`src/rtl/psum_add_ctrl.sv`:
```
// -----------------------------------------------------------------------------
// psum_add_ctrl
//   Sequencer for the 3-stage psum adder tree of the 3x3 conv kernel. Every
//   accepted PE result is followed through the fixed adder pipeline by a token.
//   The token drives the psum FIFO read, the zero-select and the FIFO write, so
//   that input channel 0 starts from zero and later channels accumulate through
//   the FIFO. The final channel's sums are flagged on out_valid instead.
//
// Ports
//   clk, rst_n             clock (rising edge), async active-low reset
//   start                  1-cycle job start, sampled only in IDLE
//   cfg_width, cfg_chans   row width W and channel count C, latched on start
//   pe_valid               PE array result valid (gaps allowed)
//   fifo_empty, fifo_full  psum FIFO status flags
//   busy                   high while running or draining
//   done                   1-cycle pulse at job completion
//   col_idx, ch_idx        column / channel of the next accepted pe_valid
//   fifo_rd_en             FIFO read (data appears the following cycle)
//   fifo_zero              force the adder's FIFO operand to zero
//   fifo_wr_en             write the adder output to the FIFO
//   out_valid              adder output is a final psum
//   err                    sticky: bad config, read while empty, write while full
// -----------------------------------------------------------------------------
module psum_add_ctrl #(
    parameter int W_BITS = 8,
    parameter int C_BITS = 10
) (
    input  logic              clk,
    input  logic              rst_n,
    input  logic              start,
    input  logic [W_BITS-1:0] cfg_width,
    input  logic [C_BITS-1:0] cfg_chans,
    input  logic              pe_valid,
    input  logic              fifo_empty,
    input  logic              fifo_full,
    output logic              busy,
    output logic              done,
    output logic [W_BITS-1:0] col_idx,
    output logic [C_BITS-1:0] ch_idx,
    output logic              fifo_rd_en,
    output logic              fifo_zero,
    output logic              fifo_wr_en,
    output logic              out_valid,
    output logic              err
);

    localparam logic [1:0] S_IDLE  = 2'd0;
    localparam logic [1:0] S_RUN   = 2'd1;
    localparam logic [1:0] S_DRAIN = 2'd2;
    localparam logic [1:0] S_DONE  = 2'd3;

    logic [1:0]        state;
    logic [W_BITS-1:0] width_r;
    logic [C_BITS-1:0] chans_r;
    logic [W_BITS-1:0] col_r;
    logic [C_BITS-1:0] ch_r;
    logic              err_r;

    // Token shift register: stage n is valid n cycles after the PE strobe.
    logic [2:0] tok_v;
    logic [2:0] tok_first;
    logic [2:0] tok_last;

    logic accept;
    logic col_last;
    logic ch_first;
    logic ch_last;
    logic cfg_bad;
    logic err_set;

    always_comb begin
        accept   = (state == S_RUN) && pe_valid;
        col_last = (col_r == width_r - W_BITS'(1));
        ch_first = (ch_r == '0);
        ch_last  = (ch_r == chans_r - C_BITS'(1));
        cfg_bad  = (cfg_width == '0) || (cfg_chans == '0);
    end

    // Strobes decode straight from registered tokens, so they are glitch-free
    // and drop to zero the moment reset asserts.
    always_comb begin
        fifo_rd_en = tok_v[0] & ~tok_first[0];
        fifo_zero  = tok_v[1] &  tok_first[1];
        fifo_wr_en = tok_v[2] & ~tok_last[2];
        out_valid  = tok_v[2] &  tok_last[2];
        busy       = (state == S_RUN) || (state == S_DRAIN);
        done       = (state == S_DONE);
        col_idx    = col_r;
        ch_idx     = ch_r;
        err        = err_r;
    end

    always_comb begin
        err_set = (fifo_rd_en & fifo_empty) | (fifo_wr_en & fifo_full);
        if ((state == S_IDLE) && start && cfg_bad) begin
            err_set = 1'b1;
        end
    end

    always_ff @(posedge clk or negedge rst_n) begin
        if (!rst_n) begin
            tok_v     <= '0;
            tok_first <= '0;
            tok_last  <= '0;
        end else begin
            tok_v     <= {tok_v[1:0], accept};
            tok_first <= {tok_first[1:0], ch_first};
            tok_last  <= {tok_last[1:0], ch_last};
        end
    end

    always_ff @(posedge clk or negedge rst_n) begin
        if (!rst_n) begin
            err_r <= 1'b0;
        end else if (err_set) begin
            err_r <= 1'b1;
        end
    end

    always_ff @(posedge clk or negedge rst_n) begin
        if (!rst_n) begin
            state   <= S_IDLE;
            width_r <= '0;
            chans_r <= '0;
            col_r   <= '0;
            ch_r    <= '0;
        end else begin
            case (state)
                S_IDLE: begin
                    if (start && !cfg_bad) begin
                        width_r <= cfg_width;
                        chans_r <= cfg_chans;
                        state   <= S_RUN;
                    end
                end
                S_RUN: begin
                    if (pe_valid) begin
                        if (col_last) begin
                            col_r <= '0;
                            ch_r  <= ch_r + C_BITS'(1);
                            if (ch_last) begin
                                state <= S_DRAIN;
                            end
                        end else begin
                            col_r <= col_r + W_BITS'(1);
                        end
                    end
                end
                S_DRAIN: begin
                    // No entries in DRAIN: once v1 and v2 are clear, the last
                    // token leaves v3 this cycle and the pipe is empty next.
                    if (!tok_v[0] && !tok_v[1]) begin
                        state <= S_DONE;
                    end
                end
                default: begin
                    col_r <= '0;
                    ch_r  <= '0;
                    state <= S_IDLE;
                end
            endcase
        end
    end

endmodule

```
`config.mk`:
```
export PLATFORM = sky130hd
export DESIGN_NAME = psum_add_ctrl
export DESIGN_NICKNAME = d
export VERILOG_FILES = /design/src/rtl/psum_add_ctrl.sv
export SDC_FILE = /design/constraint.sdc
export NUM_CORES = 1
export LEC_CHECK = 0
export ABC_CLOCK_PERIOD_IN_PS = 7400
export BUFFER_PORTS_ARGS = -buffer_cell sky130_fd_sc_hd__buf_4
export CAP_MARGIN = 20
export CORE_MARGIN = 2
export CORE_UTILIZATION = 56
export CTS_BUF_LIST = sky130_fd_sc_hd__clkbuf_4
export DETAILED_ROUTE_END_ITERATION = 12
export PLACE_DENSITY_LB_ADDON = 0.15
export SYNTH_ARGS = -nofsm -noshare
export SYNTH_HDL_FRONTEND = slang
export SYNTH_SLANG_ARGS = --single-unit
```
`constraint.sdc`:
```
create_clock -name clk -period 7.4 [get_ports clk]
set_input_delay 0.37 -clock clk [delete_from_list [all_inputs] [get_ports clk]]
set_output_delay 0.37 -clock clk [all_outputs]
set_load 0.05 [all_outputs]
```
=== Word level (Yosys, flattened, before mapping) ===
Cells that the tools add are included.

* Logic and storage cells: 65
* Bits in registers: 47
* Output and inout bits: 25

* Eq/ne operators: 10
* $add $sub $neg: 4
* Multiplexer cells: 13
* Reductions and logical operators: 19
* Bitwise operators: 10

{| class="wikitable"
|+ Operator list
! cell !! number
|-
| $logic_not 10->1 || 2
|-
| $mux 10 || 2
|-
| $pmux 10 s2 || 1
|-
| $mux 8 || 2
|-
| $pmux 8 s2 || 1
|-
| $add 10x1->10 const B || 1
|-
| $eq 10x10->1 || 1
|-
| $mux 2 || 5
|-
| $sub 10x1->10 const B || 1
|-
| $add 8x1->8 const B || 1
|-
| $eq 8x8->1 || 1
|-
| $logic_not 8->1 || 1
|-
| $sub 8x1->8 const B || 1
|-
| $and 1x1->1 || 6
|-
| $ne 2x2->1 const B || 3
|-
| $pmux 2 s3 || 1
|-
| $logic_and 1x1->1 || 5
|-
| $reduce_and 5->1 || 1
|-
| $eq 2x2->1 const B || 2
|-
| $ne 2x1->1 const B || 2
|-
| $reduce_and 2->1 || 2
|-
| $logic_not 1->1 || 3
|-
| $not 1->1 || 3
|-
| $reduce_and 3->1 || 1
|-
| 6 further kinds || 7
|}

=== Longest topological paths before layout ===
Gate-level depths: netlist of the first run.

* Word-level depth: 6
* Mapped depth: 11
* Depth with buffers taken out: 9

=== Least setup slack after synthesis of the first run ===
OpenSTA, ideal clock, no wires.

* Path type: register to register
* Start: reg chans_r[0]
* End: reg state[0]
* Data arrival time: 2.432 ns
* Required time: 7.272 ns
* Period minus slack after synthesis: 2.560 ns
* Path buffers: 2
* Setup slack: 4.840 ns
* Stages on the path, launching flop included: 12
* Path through: dfrtp_1 -> clkbuf_1 -> inv_1 -> ha_1 -> clkbuf_1 -> nor4b_1 -> nand2b_1 -> a211oi_1 -> a211oi_1 -> a2111oi_4 -> a31oi_1 -> mux2_1

* Cells in the longest elaborated chain, start to end: 4

{| class="wikitable"
|+ Ends and longest elaborated chain
! what !! RTL line !! text
|-
| start, declared || 54 || <nowiki>logic [C_BITS-1:0] chans_r;</nowiki>
|-
| start signal, assigned || 132 || <nowiki>chans_r <= cfg_chans;</nowiki>
|-
| $sub 10x1->10 || 75 || <nowiki>ch_last = (ch_r == chans_r - C_BITS'(1));</nowiki>
|-
| $eq 10x10->1 || 75 ||
|-
| named net ch_last || 67 || <nowiki>logic ch_last;</nowiki>
|-
| $ne 2x2->1 (no source line) || -- ||
|-
| $reduce_and 5->1 (no source line) || -- ||
|-
| end signal, assigned || 122 || <nowiki>state <= S_IDLE;</nowiki>
|-
| end signal, assigned || 133 || <nowiki>state <= S_RUN;</nowiki>
|-
| end signal, assigned || 142 || <nowiki>state <= S_DRAIN;</nowiki>
|-
| end, declared || 52 || <nowiki>logic [1:0] state;</nowiki>
|}

The timed path passes the listed nets, and every way through them passes these cells.
A chain may end at the register's enable or synchronous reset.

=== Worst setup path after layout of the first run ===
* Start: reg chans_r[0]
* End: reg state[1]

The elaborated chain is that of the path after synthesis.

==> results of run 1 <==
==> sequential cells by signal, summed over array words and instances (netlist names) <==
name,flops
ch_idx,10
chans_r,10
col_idx,8
err,1
state,2
tok_first,2
tok_last,3
tok_v,3
width_r,8
==> layout make-up <==
cell class / count / area [µm²]
fill: 410 / 1659
multi-input combinational: 225 / 1604
sequential: 47 / 1176
tap: 70 / 87.58
inverter: 14 / 52.55
clock buffer: 5 / 37.54
clock inverter: 3 / 47.55
timing repair buffer: 50 / 377.9
==> cells in the mapped netlist (all sizes together), types with 3 or more instances <==
cell    instances  area share [%]
a21oi           8             1.4
nand4           4            0.86
a41oi           3            0.91
clkbuf         12             1.6
nand2b          9             1.9
nor2b           3            0.65
nor3            9             1.6
and3           10             2.2
inv            14             1.8
a31oi           5             1.1
nor4            9             2.5
nor2           15             1.9
o21ai          15             2.6
nand3b          5             1.3
and2            3            0.65
mux2           20             7.8
xor2            6             1.8
mux2i           4             1.4
nand2          25             3.2
dfrtp          47              41
ha             10             4.3
o22ai           4             1.1
o31ai           5             1.3
buf             4            0.69
xnor2          14             4.2
nand3          15             2.6
==> cell families (layout without fill, tap and decap cells) <==
group           count (synthesis)  count (layout)  share of synthesized area (%)
compound gates                 55              55                          13.82
buf+inv                        30              72                          4.059
xor+xnor                       20              20                          6.045
mux                            24              24                          9.154
fa+ha+maj                      10              10                          4.318
simple gates                  116             116                          22.02
flops                          47              47                          40.59
==> path summary, 6_finish.rpt <==
path | from | end | cells past startpoint
min | fifo_full | err | 3
max in group asynchronous | rst_n | col_idx[4] | 2
min in group asynchronous | rst_n | col_idx[6] | 2
max | chans_r[0] | state[1] | 8
min reg2reg | tok_last[1] | tok_last[2] | 0
max reg2reg | chans_r[0] | state[1] | 8
==> metal layers <==
metal  routed length (µm)  GRT usage (%)
met1                 2812          28.84
met2                 3173          39.91
met3                  300          4.524
met4                   88          7.636
met5                    0              0
==> power groups by stage <==
stage	clock [µW]	sequential [µW]	combinational [µW]
5_1_grt	180	438	603
4_1_cts	168	426	547
2_1_floorplan	0	410	426
6_report	166	426	545
3_5_place_dp	0	432	544
3_3_place_gp	0	427	529
==> metrics by stage <==
| step | instances | hold slack, ns | total power (µW) | instance area [µm²] | setup slack, ns |
|---|---|---|---|---|---|
| after floorplan | 302 | 0.07441 | 836.0 | 2898 | 4.840 |
| after global placement | 405 | 0.3436 | 956.3 | 3288 | 4.786 |
| after detailed placement | 405 | 0.3358 | 975.7 | 3288 | 4.693 |
| after CTS | 414 | 0.1938 | 1141 | 3383 | 4.686 |
| after global routing | 414 | 0.1788 | 1221 | 3383 | 4.546 |
| final | 414 | 0.1986 | 1137 | 3383 | 4.665 |
==> what timing repair did <==
item,in CTS,in global routing
endpoints found under the hold margin,20,0
endpoints found under the setup margin,0,0
buffers inserted,0,0
hold buffers,1,0
==> tightest hold or removal path, stage by stage <==
cell	delay, ns
sky130_fd_sc_hd__buf_4	0.08
sky130_fd_sc_hd__a221oi_1	0.06
sky130_fd_sc_hd__nand2_1	0.05
==> impl_results.html, run 1 <==
<table>
<tr><th>Metric</th><th>Value</th></tr>
<tr><th colspan="2">Outcome</th></tr>
<tr><td>Run status</td><td>finished, final reports clean</td></tr>
<tr><th colspan="2">Placement</th></tr>
<tr><td>Final Wtd Congestion</td><td>between 0.8 and 0.9</td></tr>
<tr><td>Post-DP HPWL</td><td>between 4000 and 5000 µm</td></tr>
<tr><td>Count of input and output buffers</td><td>48</td></tr>
<tr><th colspan="2">Critical path</th></tr>
<tr><td>Path type of the worst setup path</td><td>register to register</td></tr>
<tr><td>Cells along the critical path</td><td>inv_1, ha_1, or4_1, o22ai_2, a221oi_2, a2111oi_4, a31oi_1, mux2_1</td></tr>
<tr><td>Data required time of the critical path</td><td>7.68 ns</td></tr>
<tr><td>Startpoint Class</td><td>register</td></tr>
<tr><td>Critical Path Sink Type</td><td>register</td></tr>
<tr><td>CP arrival</td><td>approximately 3 ns</td></tr>
<tr><td>Worst path buffer plus inverter count</td><td>1</td></tr>
<tr><td>Slowest stage cell, crit path</td><td>sky130_fd_sc_hd__or4_1</td></tr>
<tr><td>Crit path max fanout</td><td>11</td></tr>
<tr><td>Reg2reg setup slack</td><td>4.67 ns</td></tr>
<tr><td>Category of cells accounting for the largest share of critical-path delay</td><td>compound AO/OA/AOI/OAI gates</td></tr>
<tr><td>Crit path largest cell delay</td><td>0.57 ns</td></tr>
<tr><th colspan="2">Synth</th></tr>
<tr><td>Fraction of registers with async set or reset after synthesis</td><td>100.0%</td></tr>
<tr><td>Number of distinct library cells after synthesis</td><td>48</td></tr>
<tr><td>Number of warning messages in the yosys log</td><td>0</td></tr>
<tr><td>Post-synth net total</td><td>between 300 and 400</td></tr>
<tr><td>Share of the yosys chip area belonging to registers</td><td>around two fifths</td></tr>
<tr><td>Number of enable-type register cells in the synthesized netlist</td><td>0</td></tr>
<tr><td>Area of the mapped netlist</td><td>a little under 3000 µm²</td></tr>
<tr><td>Syn Area/Cell</td><td>around 9.6 µm²</td></tr>
<tr><td>Number of register bits inferred by synthesis</td><td>47</td></tr>
<tr><td>Synthesized instance count</td><td>302</td></tr>
<tr><td>Most used flip-flop cell after synthesis</td><td>sky130_fd_sc_hd__dfrtp_1</td></tr>
<tr><th colspan="2">Min path</th></tr>
<tr><td>Hold WC Path Type</td><td>input port to register</td></tr>
<tr><th colspan="2">Detailed routing</th></tr>
<tr><td>DRC violations left</td><td>0</td></tr>
<tr><td>Number of search-and-repair iterations in the first detailed-routing pass</td><td>4</td></tr>
<tr><td>Vias per cell</td><td>between 5 and 6</td></tr>
<tr><td>Antenna-violating nets left</td><td>0</td></tr>
<tr><td>Overall via count from detail_route</td><td>between 2k and 2.5k</td></tr>
<tr><td>Post-detailed-route wirelength per cell</td><td>approximately 15 µm</td></tr>
<tr><td>Routed WL</td><td>roughly 6400 µm</td></tr>
<tr><td>Count of routing violations after the opening detailed-route iteration</td><td>approximately 110</td></tr>
<tr><th colspan="2">Die</th></tr>
<tr><td>Starting utilization of the core area</td><td>between 50% and 60%</td></tr>
<tr><td>Die Ht</td><td>between 70 and 80 µm</td></tr>
<tr><td>Core outline area</td><td>between 5000 and 6000 µm²</td></tr>
<tr><td>Width of the chip</td><td>75.94 µm</td></tr>
<tr><td>Number of I/O pins</td><td>between 40 and 50</td></tr>
<tr><td>Die area</td><td>5766 µm²</td></tr>
<tr><td>Standard-cell rows</td><td>26</td></tr>
<tr><th colspan="2">Pwr</th></tr>
<tr><td>Pwr Density</td><td>between 300 and 400 nW/µm²</td></tr>
<tr><td>P_leak</td><td>roughly 0.0015 µW</td></tr>
<tr><td>Switching Fraction</td><td>around 45%</td></tr>
<tr><td>Switch Pwr</td><td>between 500 and 600 µW</td></tr>
<tr><td>Internal cell power</td><td>~620 µW</td></tr>
<tr><td>Gate power share</td><td>between 40 and 50%</td></tr>
<tr><td>Clock network fraction of design power</td><td>14.6%</td></tr>
<tr><td>Peak supply drop</td><td>around 0.00018 V</td></tr>
<tr><td>Register share of total power</td><td>37.4%</td></tr>
<tr><th colspan="2">Clock tree</th></tr>
<tr><td>Clock insertion delay at the later pin of the skew report</td><td>0.38 ns</td></tr>
<tr><td>CTS max path bufs</td><td>2</td></tr>
<tr><td>CTS tree</td><td>built</td></tr>
<tr><td>Resize count post-CTS</td><td>0</td></tr>
<tr><td>CTS clk-pin slew, worst paths</td><td>around 0.15 ns</td></tr>
<tr><td>Clock tree root buffer cell</td><td>sky130_fd_sc_hd__clkbuf_4</td></tr>
<tr><td>CTS sink count</td><td>47</td></tr>
<tr><td>Num CTS Buffers</td><td>5</td></tr>
<tr><td>H-tree levels</td><td>2</td></tr>
<tr><th colspan="2">STA</th></tr>
<tr><td>Final-layout setup total negative slack</td><td>0 ns</td></tr>
<tr><td>Worst rel slew slack</td><td>roughly 36%</td></tr>
<tr><td>Unrepaired setup endpoints after global routing</td><td>no</td></tr>
<tr><td>Min Clock Period, post-route</td><td>between 2 and 3 ns</td></tr>
<tr><td>Pin slew with the least headroom to its limit</td><td>between 0.9 and 1 ns</td></tr>
<tr><td>Final Max Slew Viols</td><td>0</td></tr>
<tr><td>Count of final hold-check violations</td><td>0</td></tr>
<tr><td>Clock skew after layout</td><td>approximately 0.0042 ns</td></tr>
<tr><td>Part of the cycle the worst path needs</td><td>roughly 37%</td></tr>
<tr><td>Number of setup violations in the final report</td><td>0</td></tr>
<tr><td>Max frequency</td><td>between 300 and 400 MHz</td></tr>
<tr><th colspan="2">Finish</th></tr>
<tr><td>Leading cell types in the layout, fill and taps excluded</td><td>49 x sky130_fd_sc_hd__buf_4, 47 x sky130_fd_sc_hd__dfrtp_1, 25 x sky130_fd_sc_hd__nand2_1</td></tr>
<tr><td>Layout Utilization</td><td>about 67%</td></tr>
<tr><td>Total inserted antenna cells</td><td>0</td></tr>
<tr><td>Area added between synthesis and finish</td><td>16.75%</td></tr>
<tr><td>Final nets</td><td>about 380</td></tr>
<tr><td>Most common cell after layout, fill and taps aside</td><td>sky130_fd_sc_hd__buf_4</td></tr>
<tr><td>Share of post-route cells with drive strength above 1</td><td>between 20 and 25%</td></tr>
<tr><th colspan="2">Run</th></tr>
<tr><td>Number of max-cap violations</td><td>0</td></tr>
<tr><th colspan="2">GRT</th></tr>
<tr><td>Global-route usage over all layers</td><td>22.98%</td></tr>
<tr><td>Via count of the first global-routing pass</td><td>approximately 2.3k</td></tr>
<tr><td>Largest net degree at the start of global routing</td><td>48</td></tr>
<tr><td>Number of antenna violations at the first check in global routing</td><td>0</td></tr>
<tr><td>Global-route wire length before repair</td><td>around 11000 µm</td></tr>
<tr><td>GRT Residual Overflow</td><td>0</td></tr>
</table>
Power figures use the tool's default switching activity.
==> run 2: changes to the inputs <==
--- a/config.mk
+++ b/config.mk
@@ -5,11 +5,11 @@
 export SDC_FILE = /design/constraint.sdc
 export NUM_CORES = 1
 export LEC_CHECK = 0
-export ABC_CLOCK_PERIOD_IN_PS = 7400
+export ABC_CLOCK_PERIOD_IN_PS = 2350
 export BUFFER_PORTS_ARGS = -buffer_cell sky130_fd_sc_hd__buf_4
 export CAP_MARGIN = 20
 export CORE_MARGIN = 2
-export CORE_UTILIZATION = 56
+export CORE_UTILIZATION = 53
 export CTS_BUF_LIST = sky130_fd_sc_hd__clkbuf_4
 export DETAILED_ROUTE_END_ITERATION = 12
 export PLACE_DENSITY_LB_ADDON = 0.15
==> constraint.sdc (replaced) <==
create_clock -name clk -period 2.35 [get_ports clk]
set_input_delay 0.1175 -clock clk [delete_from_list [all_inputs] [get_ports clk]]
set_output_delay 0.1175 -clock clk [all_outputs]
set_load 0.05 [all_outputs]
==> run 2 against run 1 <==
Effect of this change:
- the run now ends with setup timing left
- clock skew grew 0.0054 ns
- highest routed layer unchanged
- largest power group unchanged
- critical endpoint is now state[0]
- combinational power grew to 3.9 times the previous value
- flip-flop and latch count stayed put
- non-clock buffer count up 47
- worst hold slack better by 0.070 ns
- cell area up 13%
- final cell count rose by 11%
==> impl_results.html, run 2 (same netlist as run 1, synthesis figures left out) <==
<table>
<tr><th>Metric</th><th>Value</th></tr>
<tr><th colspan="2">Finish</th></tr>
<tr><td>Filler Cell Count</td><td>427 (+4.1%)</td></tr>
<tr><td>Total inserted antenna cells</td><td>0 (unchanged)</td></tr>
<tr><td>Area added between synthesis and finish</td><td>31.82%</td></tr>
<tr><td>Layout Utilization</td><td>73.39% (+6.3 points)</td></tr>
<tr><td>Most common cell after layout, fill and taps aside</td><td>sky130_fd_sc_hd__buf_4</td></tr>
<tr><td>Leading cell types in the layout, fill and taps excluded</td><td>73 x sky130_fd_sc_hd__buf_4, 42 x sky130_fd_sc_hd__dfrtp_1, 25 x sky130_fd_sc_hd__nand2_1</td></tr>
<tr><td>Fin cells</td><td>461 (+11%)</td></tr>
<tr><td>Share of post-route cells with drive strength above 1</td><td>27.88% (+7.5 points)</td></tr>
<tr><td>Area of all placed cells without fillers</td><td>3820 µm² (+13%)</td></tr>
<tr><td>Final nets</td><td>424 (+12%)</td></tr>
<tr><th colspan="2">Pwr</th></tr>
<tr><td>P_leak</td><td>0.001701 µW (+14%)</td></tr>
<tr><td>Peak supply drop</td><td>0.0005658 V (+210%)</td></tr>
<tr><td>Pwr Density</td><td>991.2 nW/µm² (+200%)</td></tr>
<tr><td>Total Power</td><td>3786 µW (+230%)</td></tr>
<tr><th colspan="2">Die</th></tr>
<tr><td>Width of the chip</td><td>77.94 µm (+2.6%)</td></tr>
<tr><td>Number of I/O pins</td><td>49 (unchanged)</td></tr>
<tr><td>Core outline area</td><td>5205 µm² (+3.2%)</td></tr>
<tr><td>Standard-cell rows</td><td>26 (unchanged)</td></tr>
<tr><td>Starting utilization of the core area</td><td>55.67% (-1.8 points)</td></tr>
<tr><td>Die area</td><td>6075 µm² (+5.4%)</td></tr>
<tr><td>Die Ht</td><td>77.94 µm (+2.6%)</td></tr>
<tr><th colspan="2">STA</th></tr>
<tr><td>Final-layout setup total negative slack</td><td>-0.04254 ns (-0.04254 ns)</td></tr>
<tr><td>Worst rel slew slack</td><td>60.52% (+25 points)</td></tr>
<tr><td>Max frequency</td><td>420.4 MHz (+15%)</td></tr>
<tr><td>Smallest setup slack after layout</td><td>-0.02875 ns (-4.694 ns)</td></tr>
<tr><td>Count of final hold-check violations</td><td>0 (unchanged)</td></tr>
<tr><td>Number of setup violations in the final report</td><td>2 (+2)</td></tr>
<tr><td>Final Max Slew Viols</td><td>0 (unchanged)</td></tr>
<tr><td>Min Clock Period, post-route</td><td>2.379 ns (-0.3558 ns)</td></tr>
<tr><td>Unrepaired setup endpoints after global routing</td><td>yes</td></tr>
<tr><td>Part of the cycle the worst path needs</td><td>101.2% (+64 points)</td></tr>
<tr><td>Clock skew after layout</td><td>0.009548 ns (+0.005373 ns)</td></tr>
<tr><td>Pin slew with the least headroom to its limit</td><td>0.5922 ns (-0.3679 ns)</td></tr>
<tr><th colspan="2">Placement</th></tr>
<tr><td>Final Wtd Congestion</td><td>0.8312 (-3.9%)</td></tr>
<tr><td>Placed cell areas</td><td>3483 µm² (+5.9%)</td></tr>
<tr><td>Post-DP HPWL</td><td>4938 µm (+5.6%)</td></tr>
<tr><td>Count of input and output buffers</td><td>48 (unchanged)</td></tr>
<tr><td>Total instance count after detailed placement</td><td>428 (+5.7%)</td></tr>
<tr><th colspan="2">Detailed routing</th></tr>
<tr><td>Overall via count from detail_route</td><td>2587 (+8.4%)</td></tr>
<tr><td>Antenna-violating nets left</td><td>0 (unchanged)</td></tr>
<tr><td>Routed WL</td><td>7068 µm (+11%)</td></tr>
<tr><td>DRC violations left</td><td>0 (unchanged)</td></tr>
<tr><td>Vias per cell</td><td>5.612 (-2.7%)</td></tr>
<tr><td>Count of routing violations after the opening detailed-route iteration</td><td>192 (+83%)</td></tr>
<tr><td>Number of search-and-repair iterations in the first detailed-routing pass</td><td>4 (unchanged)</td></tr>
<tr><td>Post-detailed-route wirelength per cell</td><td>15.33 µm (-0.43%)</td></tr>
<tr><th colspan="2">Outcome</th></tr>
<tr><td>Failing checks</td><td>setup timing</td></tr>
<tr><td>Run status</td><td>finished, violations left</td></tr>
<tr><th colspan="2">GRT</th></tr>
<tr><td>Number of antenna violations at the first check in global routing</td><td>0 (unchanged)</td></tr>
<tr><td>Via count of the first global-routing pass</td><td>2450 (+6.2%)</td></tr>
<tr><td>GRT Residual Overflow</td><td>0 (unchanged)</td></tr>
<tr><td>Largest net degree at the start of global routing</td><td>48 (unchanged)</td></tr>
<tr><td>Global-route usage over all layers</td><td>24.24% (+1.3 points)</td></tr>
<tr><td>Global-route wire length before repair</td><td>11830 µm (+9.3%)</td></tr>
<tr><th colspan="2">Clock tree</th></tr>
<tr><td>H-tree levels</td><td>2 (unchanged)</td></tr>
<tr><td>CTS tree</td><td>built</td></tr>
<tr><td>Clock insertion delay at the later pin of the skew report</td><td>0.37 ns (about the same)</td></tr>
<tr><td>CTS sink count</td><td>47 (unchanged)</td></tr>
<tr><td>CTS clk-pin slew, worst paths</td><td>0.14 ns (about the same)</td></tr>
<tr><td>Num CTS Buffers</td><td>5 (unchanged)</td></tr>
<tr><td>Clock tree root buffer cell</td><td>sky130_fd_sc_hd__clkbuf_4</td></tr>
<tr><td>CTS max path bufs</td><td>2 (unchanged)</td></tr>
<tr><th colspan="2">Critical path</th></tr>
<tr><td>Critical Path Sink Type</td><td>register</td></tr>
<tr><td>Data required time of the critical path</td><td>2.61 ns (-5.07 ns)</td></tr>
<tr><td>CP arrival</td><td>2.64 ns (-0.37 ns)</td></tr>
<tr><td>Crit path max fanout</td><td>10 (-1)</td></tr>
<tr><td>Startpoint Class</td><td>register</td></tr>
<tr><td>Path type of the worst setup path</td><td>register to register</td></tr>
<tr><th colspan="2">Min path</th></tr>
<tr><td>Hold WC Path Type</td><td>input port to asynchronous set/reset pin</td></tr>
<tr><th colspan="2">Run</th></tr>
<tr><td>Number of max-cap violations</td><td>0 (unchanged)</td></tr>
</table>
[run 2: repair_timing]
item / 4_1_cts / 5_1_grt
buffers inserted: 0 / 2
hold endpoints to repair: 67 / 0
gates resized for setup: 4 / 4
hold buffers: 23 / 0
pin swaps: 5 / 3
endpoints found under the setup margin: 2 / 10
[run 2: per-stage QoR]
stage                     hold slack, ns  setup WS [ns]
after CTS                         0.2985       0.002986
after global routing              0.3218        -0.1113
after detailed placement          0.1652       -0.03316
final                             0.2686       -0.02875
after global placement            0.1643        0.06841
after floorplan                  -0.1781        0.01097
[run 2: area by class of cell]
cell class              instances  area (µm²)  area share, %
repair buffers                 97       789.5          20.67
inverters                      14       52.55          1.376
clock buffers                   5       37.54         0.9826
flip-flops and latches         47        1182          30.95
well taps                      70       87.58          2.293
clock inverters                 3       15.01         0.3931
multi-input cells             225        1655          43.33
[run 2: where the power goes]
group	switching, µW	internal [µW]	leakage, µW	total [µW]
logic	1200	937	0.00108	2130
clock network	266	112	0.0000347	378
registers	255	1020	0.000588	1280
[run 2: worst paths after layout]
path / startpoint / endpoint / slack [ns] / cells past startpoint
worst max register to register: chans_r[0] / state[0] / -0.03 / 10
max in group asynchronous: rst_n / ch_idx[9] / 1.64 / 2
worst min register to register: tok_last[1] / tok_last[2] / 0.37 / 0
min in group clk: start / width_r[3] / 0.32 / 4
worst min-delay path: rst_n / width_r[1] / 0.27 / 2
worst max-delay path: chans_r[0] / state[0] / -0.03 / 10
[run 2: critical path, stage by stage (launching register included)]
cell and delay [ns]:
sky130_fd_sc_hd__dfrtp_1 0.36, sky130_fd_sc_hd__inv_1 0.04, sky130_fd_sc_hd__ha_1 0.21, sky130_fd_sc_hd__buf_6 0.15
sky130_fd_sc_hd__nor4b_4 0.26, sky130_fd_sc_hd__nand2b_1 0.11, sky130_fd_sc_hd__a211oi_2 0.22, sky130_fd_sc_hd__a211oi_2 0.07
sky130_fd_sc_hd__a2111oi_4 0.35, sky130_fd_sc_hd__a31oi_2 0.16, sky130_fd_sc_hd__mux2_1 0.33
[run 2: metal layers]
| layer | track usage (%) | share of wire, % | vias to the layer above |
|---|---|---|---|
| li1 | - | - | 1268 |
| met1 | 34.06 | 45 | 1233 |
| met2 | 39.40 | 48 | 78 |
| met3 | 3.837 | 6.1 | 8 |
| met4 | 5.965 | 1.0 | 0 |
| met5 | 0 | 0 | - |
==> run 3: changes to the inputs <==
--- a/config.mk
+++ b/config.mk
@@ -5,6 +5,7 @@
 export SDC_FILE = /design/constraint.sdc
 export NUM_CORES = 1
 export LEC_CHECK = 0
+export ABC_AREA = 1
 export ABC_CLOCK_PERIOD_IN_PS = 2350
 export BUFFER_PORTS_ARGS = -buffer_cell sky130_fd_sc_hd__buf_4
 export CAP_MARGIN = 20
@@ -16,3 +17,4 @@
 export SYNTH_ARGS = -nofsm -noshare
 export SYNTH_HDL_FRONTEND = slang
 export SYNTH_SLANG_ARGS = --single-unit
+export TNS_END_PERCENT = 1
==> run 3 against run 2 <==
Effect of this change:
- the run now ends clean
- non-clock buffer count is 38 lower
- maximum frequency up 17%
- die area rose by 1.4%
- critical path type unchanged
- critical endpoint is now col_idx[3]
- highest routed layer unchanged
==> impl_results.html, run 3 <==
<table>
<tr><th>Metric</th><th>Value</th></tr>
<tr><th colspan="2">GRT</th></tr>
<tr><td>Largest net degree at the start of global routing</td><td>48 (unchanged)</td></tr>
<tr><td>GRT Residual Overflow</td><td>0 (unchanged)</td></tr>
<tr><td>Global-route usage over all layers</td><td>23.49% (-0.75 points)</td></tr>
<tr><td>Via count of the first global-routing pass</td><td>2522 (+2.9%)</td></tr>
<tr><td>Global-route wire length before repair</td><td>11670 µm (-1.3%)</td></tr>
<tr><td>Number of antenna violations at the first check in global routing</td><td>0 (unchanged)</td></tr>
<tr><th colspan="2">Finish</th></tr>
<tr><td>Filler Cell Count</td><td>503 (+18%)</td></tr>
<tr><td>Area added between synthesis and finish</td><td>20.26%</td></tr>
<tr><td>Area of all placed cells without fillers</td><td>3535 µm² (-7.5%)</td></tr>
<tr><td>Fin cells</td><td>519 (+13%)</td></tr>
<tr><td>Leading cell types in the layout, fill and taps excluded</td><td>104 x sky130_fd_sc_hd__nand2_1, 52 x sky130_fd_sc_hd__buf_4, 47 x sky130_fd_sc_hd__inv_1, 47 x sky130_fd_sc_hd__dfrtp_1, 38 x sky130_fd_sc_hd__nor2_1</td></tr>
<tr><td>Final nets</td><td>480 (+13%)</td></tr>
<tr><td>Layout Utilization</td><td>64.99% (-8.4 points)</td></tr>
<tr><td>Most common cell after layout, fill and taps aside</td><td>sky130_fd_sc_hd__nand2_1</td></tr>
<tr><td>Total inserted antenna cells</td><td>0 (unchanged)</td></tr>
<tr><td>Share of post-route cells with drive strength above 1</td><td>20.81% (-7.1 points)</td></tr>
<tr><th colspan="2">STA</th></tr>
<tr><td>Part of the cycle the worst path needs</td><td>86.87% (-14 points)</td></tr>
<tr><td>Pin slew with the least headroom to its limit</td><td>0.6067 ns (+0.01457 ns)</td></tr>
<tr><td>Final-layout setup total negative slack</td><td>0 ns (+0.04254 ns)</td></tr>
<tr><td>Max frequency</td><td>489.9 MHz (+17%)</td></tr>
<tr><td>Count of final hold-check violations</td><td>0 (unchanged)</td></tr>
<tr><td>Worst rel slew slack</td><td>59.55% (-0.97 points)</td></tr>
<tr><td>Unrepaired setup endpoints after global routing</td><td>no</td></tr>
<tr><td>Min Clock Period, post-route</td><td>2.041 ns (-0.3373 ns)</td></tr>
<tr><td>Final Max Slew Viols</td><td>0 (unchanged)</td></tr>
<tr><td>Clock skew after layout</td><td>0.01244 ns (+0.002893 ns)</td></tr>
<tr><td>Number of setup violations in the final report</td><td>0 (-2)</td></tr>
<tr><th colspan="2">Die</th></tr>
<tr><td>Starting utilization of the core area</td><td>54.04% (-1.6 points)</td></tr>
<tr><td>Die area</td><td>6157 µm² (+1.4%)</td></tr>
<tr><td>Standard-cell rows</td><td>27 (+3.8%)</td></tr>
<tr><td>Core outline area</td><td>5439 µm² (+4.5%)</td></tr>
<tr><td>Width of the chip</td><td>78.47 µm (+0.67%)</td></tr>
<tr><td>Number of I/O pins</td><td>49 (unchanged)</td></tr>
<tr><td>Die Ht</td><td>78.47 µm (+0.67%)</td></tr>
<tr><th colspan="2">Detailed routing</th></tr>
<tr><td>Antenna-violating nets left</td><td>0 (unchanged)</td></tr>
<tr><td>Post-detailed-route wirelength per cell</td><td>12.34 µm (-20%)</td></tr>
<tr><td>Overall via count from detail_route</td><td>2609 (+0.85%)</td></tr>
<tr><td>Routed WL</td><td>6405 µm (-9.4%)</td></tr>
<tr><td>Number of search-and-repair iterations in the first detailed-routing pass</td><td>4 (unchanged)</td></tr>
<tr><td>Count of routing violations after the opening detailed-route iteration</td><td>106 (-45%)</td></tr>
<tr><td>DRC violations left</td><td>0 (unchanged)</td></tr>
<tr><td>Vias per cell</td><td>5.027 (-10%)</td></tr>
<tr><th colspan="2">Clock tree</th></tr>
<tr><td>Cts-stage hold buffer count</td><td>7 (-70%)</td></tr>
<tr><td>CTS tree</td><td>built</td></tr>
<tr><td>CTS max path bufs</td><td>2 (unchanged)</td></tr>
<tr><td>H-tree levels</td><td>2 (unchanged)</td></tr>
<tr><td>Total setup buffers inserted after CTS</td><td>0 (unchanged)</td></tr>
<tr><td>Clock tree root buffer cell</td><td>sky130_fd_sc_hd__clkbuf_4</td></tr>
<tr><td>Clock insertion delay at the later pin of the skew report</td><td>0.36 ns (about the same)</td></tr>
<tr><td>Resize count post-CTS</td><td>0 (-4)</td></tr>
<tr><td>CTS clk-pin slew, worst paths</td><td>0.14 ns (about the same)</td></tr>
<tr><td>Num CTS Buffers</td><td>5 (unchanged)</td></tr>
<tr><td>CTS sink count</td><td>47 (unchanged)</td></tr>
<tr><th colspan="2">Synth</th></tr>
<tr><td>Number of warning messages in the yosys log</td><td>0 (unchanged)</td></tr>
<tr><td>Count leader, synth</td><td>sky130_fd_sc_hd__nand2_1</td></tr>
<tr><td>Most used flip-flop cell after synthesis</td><td>sky130_fd_sc_hd__dfrtp_1</td></tr>
<tr><td>Fraction of registers with async set or reset after synthesis</td><td>100.0% (unchanged)</td></tr>
<tr><td>Proportion of netlist area held by the largest area contributor</td><td>40.02% (-0.57 points)</td></tr>
<tr><td>Most instantiated cells after synthesis</td><td>104 x sky130_fd_sc_hd__nand2_1, 47 x sky130_fd_sc_hd__dfrtp_1, 47 x sky130_fd_sc_hd__inv_1, 38 x sky130_fd_sc_hd__nor2_1, 26 x sky130_fd_sc_hd__nand3_1</td></tr>
<tr><td>Dominant cells by area after synthesis</td><td>sky130_fd_sc_hd__dfrtp_1 40%, sky130_fd_sc_hd__nand2_1 13%, sky130_fd_sc_hd__inv_1 6.0%, sky130_fd_sc_hd__nor2_1 4.9%, sky130_fd_sc_hd__nand3_1 4.4%</td></tr>
<tr><td>Synthesized instance count</td><td>389 (+29%)</td></tr>
<tr><td>Number of distinct library cells after synthesis</td><td>35 (-27%)</td></tr>
<tr><td>Post-synth net total</td><td>423 (+26%)</td></tr>
<tr><td>Syn Area/Cell</td><td>7.555 µm² (-21%)</td></tr>
<tr><td>Cell type contributing the most total cell area after synthesis</td><td>sky130_fd_sc_hd__dfrtp_1</td></tr>
<tr><td>Share of the yosys chip area belonging to registers</td><td>40.02% (-0.57 points)</td></tr>
<tr><td>Area of the mapped netlist</td><td>2939 µm² (+1.4%)</td></tr>
<tr><td>Number of enable-type register cells in the synthesized netlist</td><td>0 (unchanged)</td></tr>
<tr><td>Number of register bits inferred by synthesis</td><td>47 (unchanged)</td></tr>
<tr><th colspan="2">Critical path</th></tr>
<tr><td>Top cell by count, worst path</td><td>sky130_fd_sc_hd__nand2_2</td></tr>
<tr><td>Slowest stage cell, crit path</td><td>sky130_fd_sc_hd__dfrtp_1</td></tr>
<tr><td>Data required time of the critical path</td><td>2.62 ns (about the same)</td></tr>
<tr><td>Startpoint Class</td><td>register</td></tr>
<tr><td>Critical Path Sink Type</td><td>register</td></tr>
<tr><td>Crit path max fanout</td><td>24 (+14)</td></tr>
<tr><td>Category of cells accounting for the largest share of critical-path delay</td><td>simple AND/OR/NAND/NOR gates</td></tr>
<tr><td>CP arrival</td><td>2.31 ns (-0.33 ns)</td></tr>
<tr><td>Path type of the worst setup path</td><td>register to register</td></tr>
<tr><td>Worst path buffer plus inverter count</td><td>2 (unchanged)</td></tr>
<tr><td>Crit path largest cell delay</td><td>0.40 ns (+0.04 ns)</td></tr>
<tr><td>Cells along the critical path</td><td>inv_1, ha_1, nand3_2, and2_0, nor2_1, nand3_1, nor2_2, nand2_2, nand2_4, nand2_2, buf_4, and3b_1</td></tr>
<tr><th colspan="2">Placement</th></tr>
<tr><td>Placed cell areas</td><td>3359 µm² (-3.6%)</td></tr>
<tr><td>Post-DP HPWL</td><td>4803 µm (-2.7%)</td></tr>
<tr><td>Final Wtd Congestion</td><td>0.9098 (+9.5%)</td></tr>
<tr><td>Count of input and output buffers</td><td>48 (unchanged)</td></tr>
<tr><td>Total instance count after detailed placement</td><td>504 (+18%)</td></tr>
<tr><th colspan="2">Run</th></tr>
<tr><td>Number of max-cap violations</td><td>0 (unchanged)</td></tr>
<tr><th colspan="2">Min path</th></tr>
<tr><td>Hold WC Path Type</td><td>input port to register</td></tr>
<tr><th colspan="2">Pwr</th></tr>
<tr><td>Pwr Density</td><td>1057 nW/µm² (+6.6%)</td></tr>
<tr><td>P_leak</td><td>0.001791 µW (+5.3%)</td></tr>
<tr><td>Peak supply drop</td><td>0.0005446 V (-3.7%)</td></tr>
<tr><th colspan="2">Outcome</th></tr>
<tr><td>Run status</td><td>finished, final reports clean</td></tr>
</table>
-- run 3: worst paths after layout --
| path | endpoint | cells after the start | startpoint | slack (ns) |
|---|---|---|---|---|
| worst max register to register | col_idx[3] | 12 | width_r[0] | 0.31 |
| worst min register to register | tok_last[2] | 0 | tok_last[1] | 0.37 |
| min in group asynchronous | width_r[2] | 2 | rst_n | 0.28 |
| worst max-delay path | col_idx[3] | 12 | width_r[0] | 0.31 |
| worst min-delay path | width_r[6] | 3 | cfg_width[6] | 0.01 |
| max in group asynchronous | col_idx[7] | 2 | rst_n | 1.65 |
-- run 3: final cells by class --
type / instances / area, µm² / area share (%)
Sequential cell: 47 / 1176 / 33.27
Tap cell: 72 / 90.09 / 2.549
Inverter: 52 / 195.2 / 5.522
Clock buffer: 5 / 37.54 / 1.062
Timing Repair Buffer: 59 / 460.4 / 13.03
Multi-Input combinational cell: 281 / 1508 / 42.65
Clock inverter: 3 / 67.56 / 1.912
-- run 3: logic make-up (layout without fill, tap and decap cells) --
group                      Yosys count  count (layout)  share of synthesized area (%)
and+or+nand+nor                    211             211                          32.57
muxes                                2               2                         0.7662
xor gates and xnor gates            19              19                          5.662
adders and majority gates           10              10                          4.257
AOI/OAI and AO/OA                   39              39                          8.046
buffers and inverters               61             119                          8.684
DFF                                 47              47                          40.02
-- run 3: power by group --
| part | internal [µW] | leakage (µW) | total [µW] | switching [µW] |
|---|---|---|---|---|
| combinational | 648 | 0.00115 | 1870 | 1220 |
| sequential | 1030 | 0.000594 | 1260 | 232 |
| clock | 331 | 0.0000514 | 600 | 269 |
-- run 3: worst min-delay path: stages --
cell and delay, ns:
sky130_fd_sc_hd__buf_4 0.09, sky130_fd_sc_hd__nor2_1 0.04, sky130_fd_sc_hd__a21oi_1 0.10
-- run 3: per-layer routing --
metal | part of all wire, % | GRT usage, %
met1 | 47 | 30.36
met3 | 3.5 | 3.448
met5 | 0 | 0
met4 | 1.1 | 5.965
met2 | 49 | 41.38
-- run 3: per-stage QoR --
| step | hold WS [ns] | total power, µW | setup WS [ns] |
|---|---|---|---|
| finish | 0.01010 | 3736 | 0.3086 |
| detailed placement | 0.1670 | 3141 | 0.3131 |
| global placement | 0.1663 | 3112 | 0.3527 |
| global route | 0.01005 | 4061 | 0.08417 |
| CTS | 0.0007146 | 3754 | 0.3036 |
| floorplan | -0.1781 | 2735 | 0.5153 |
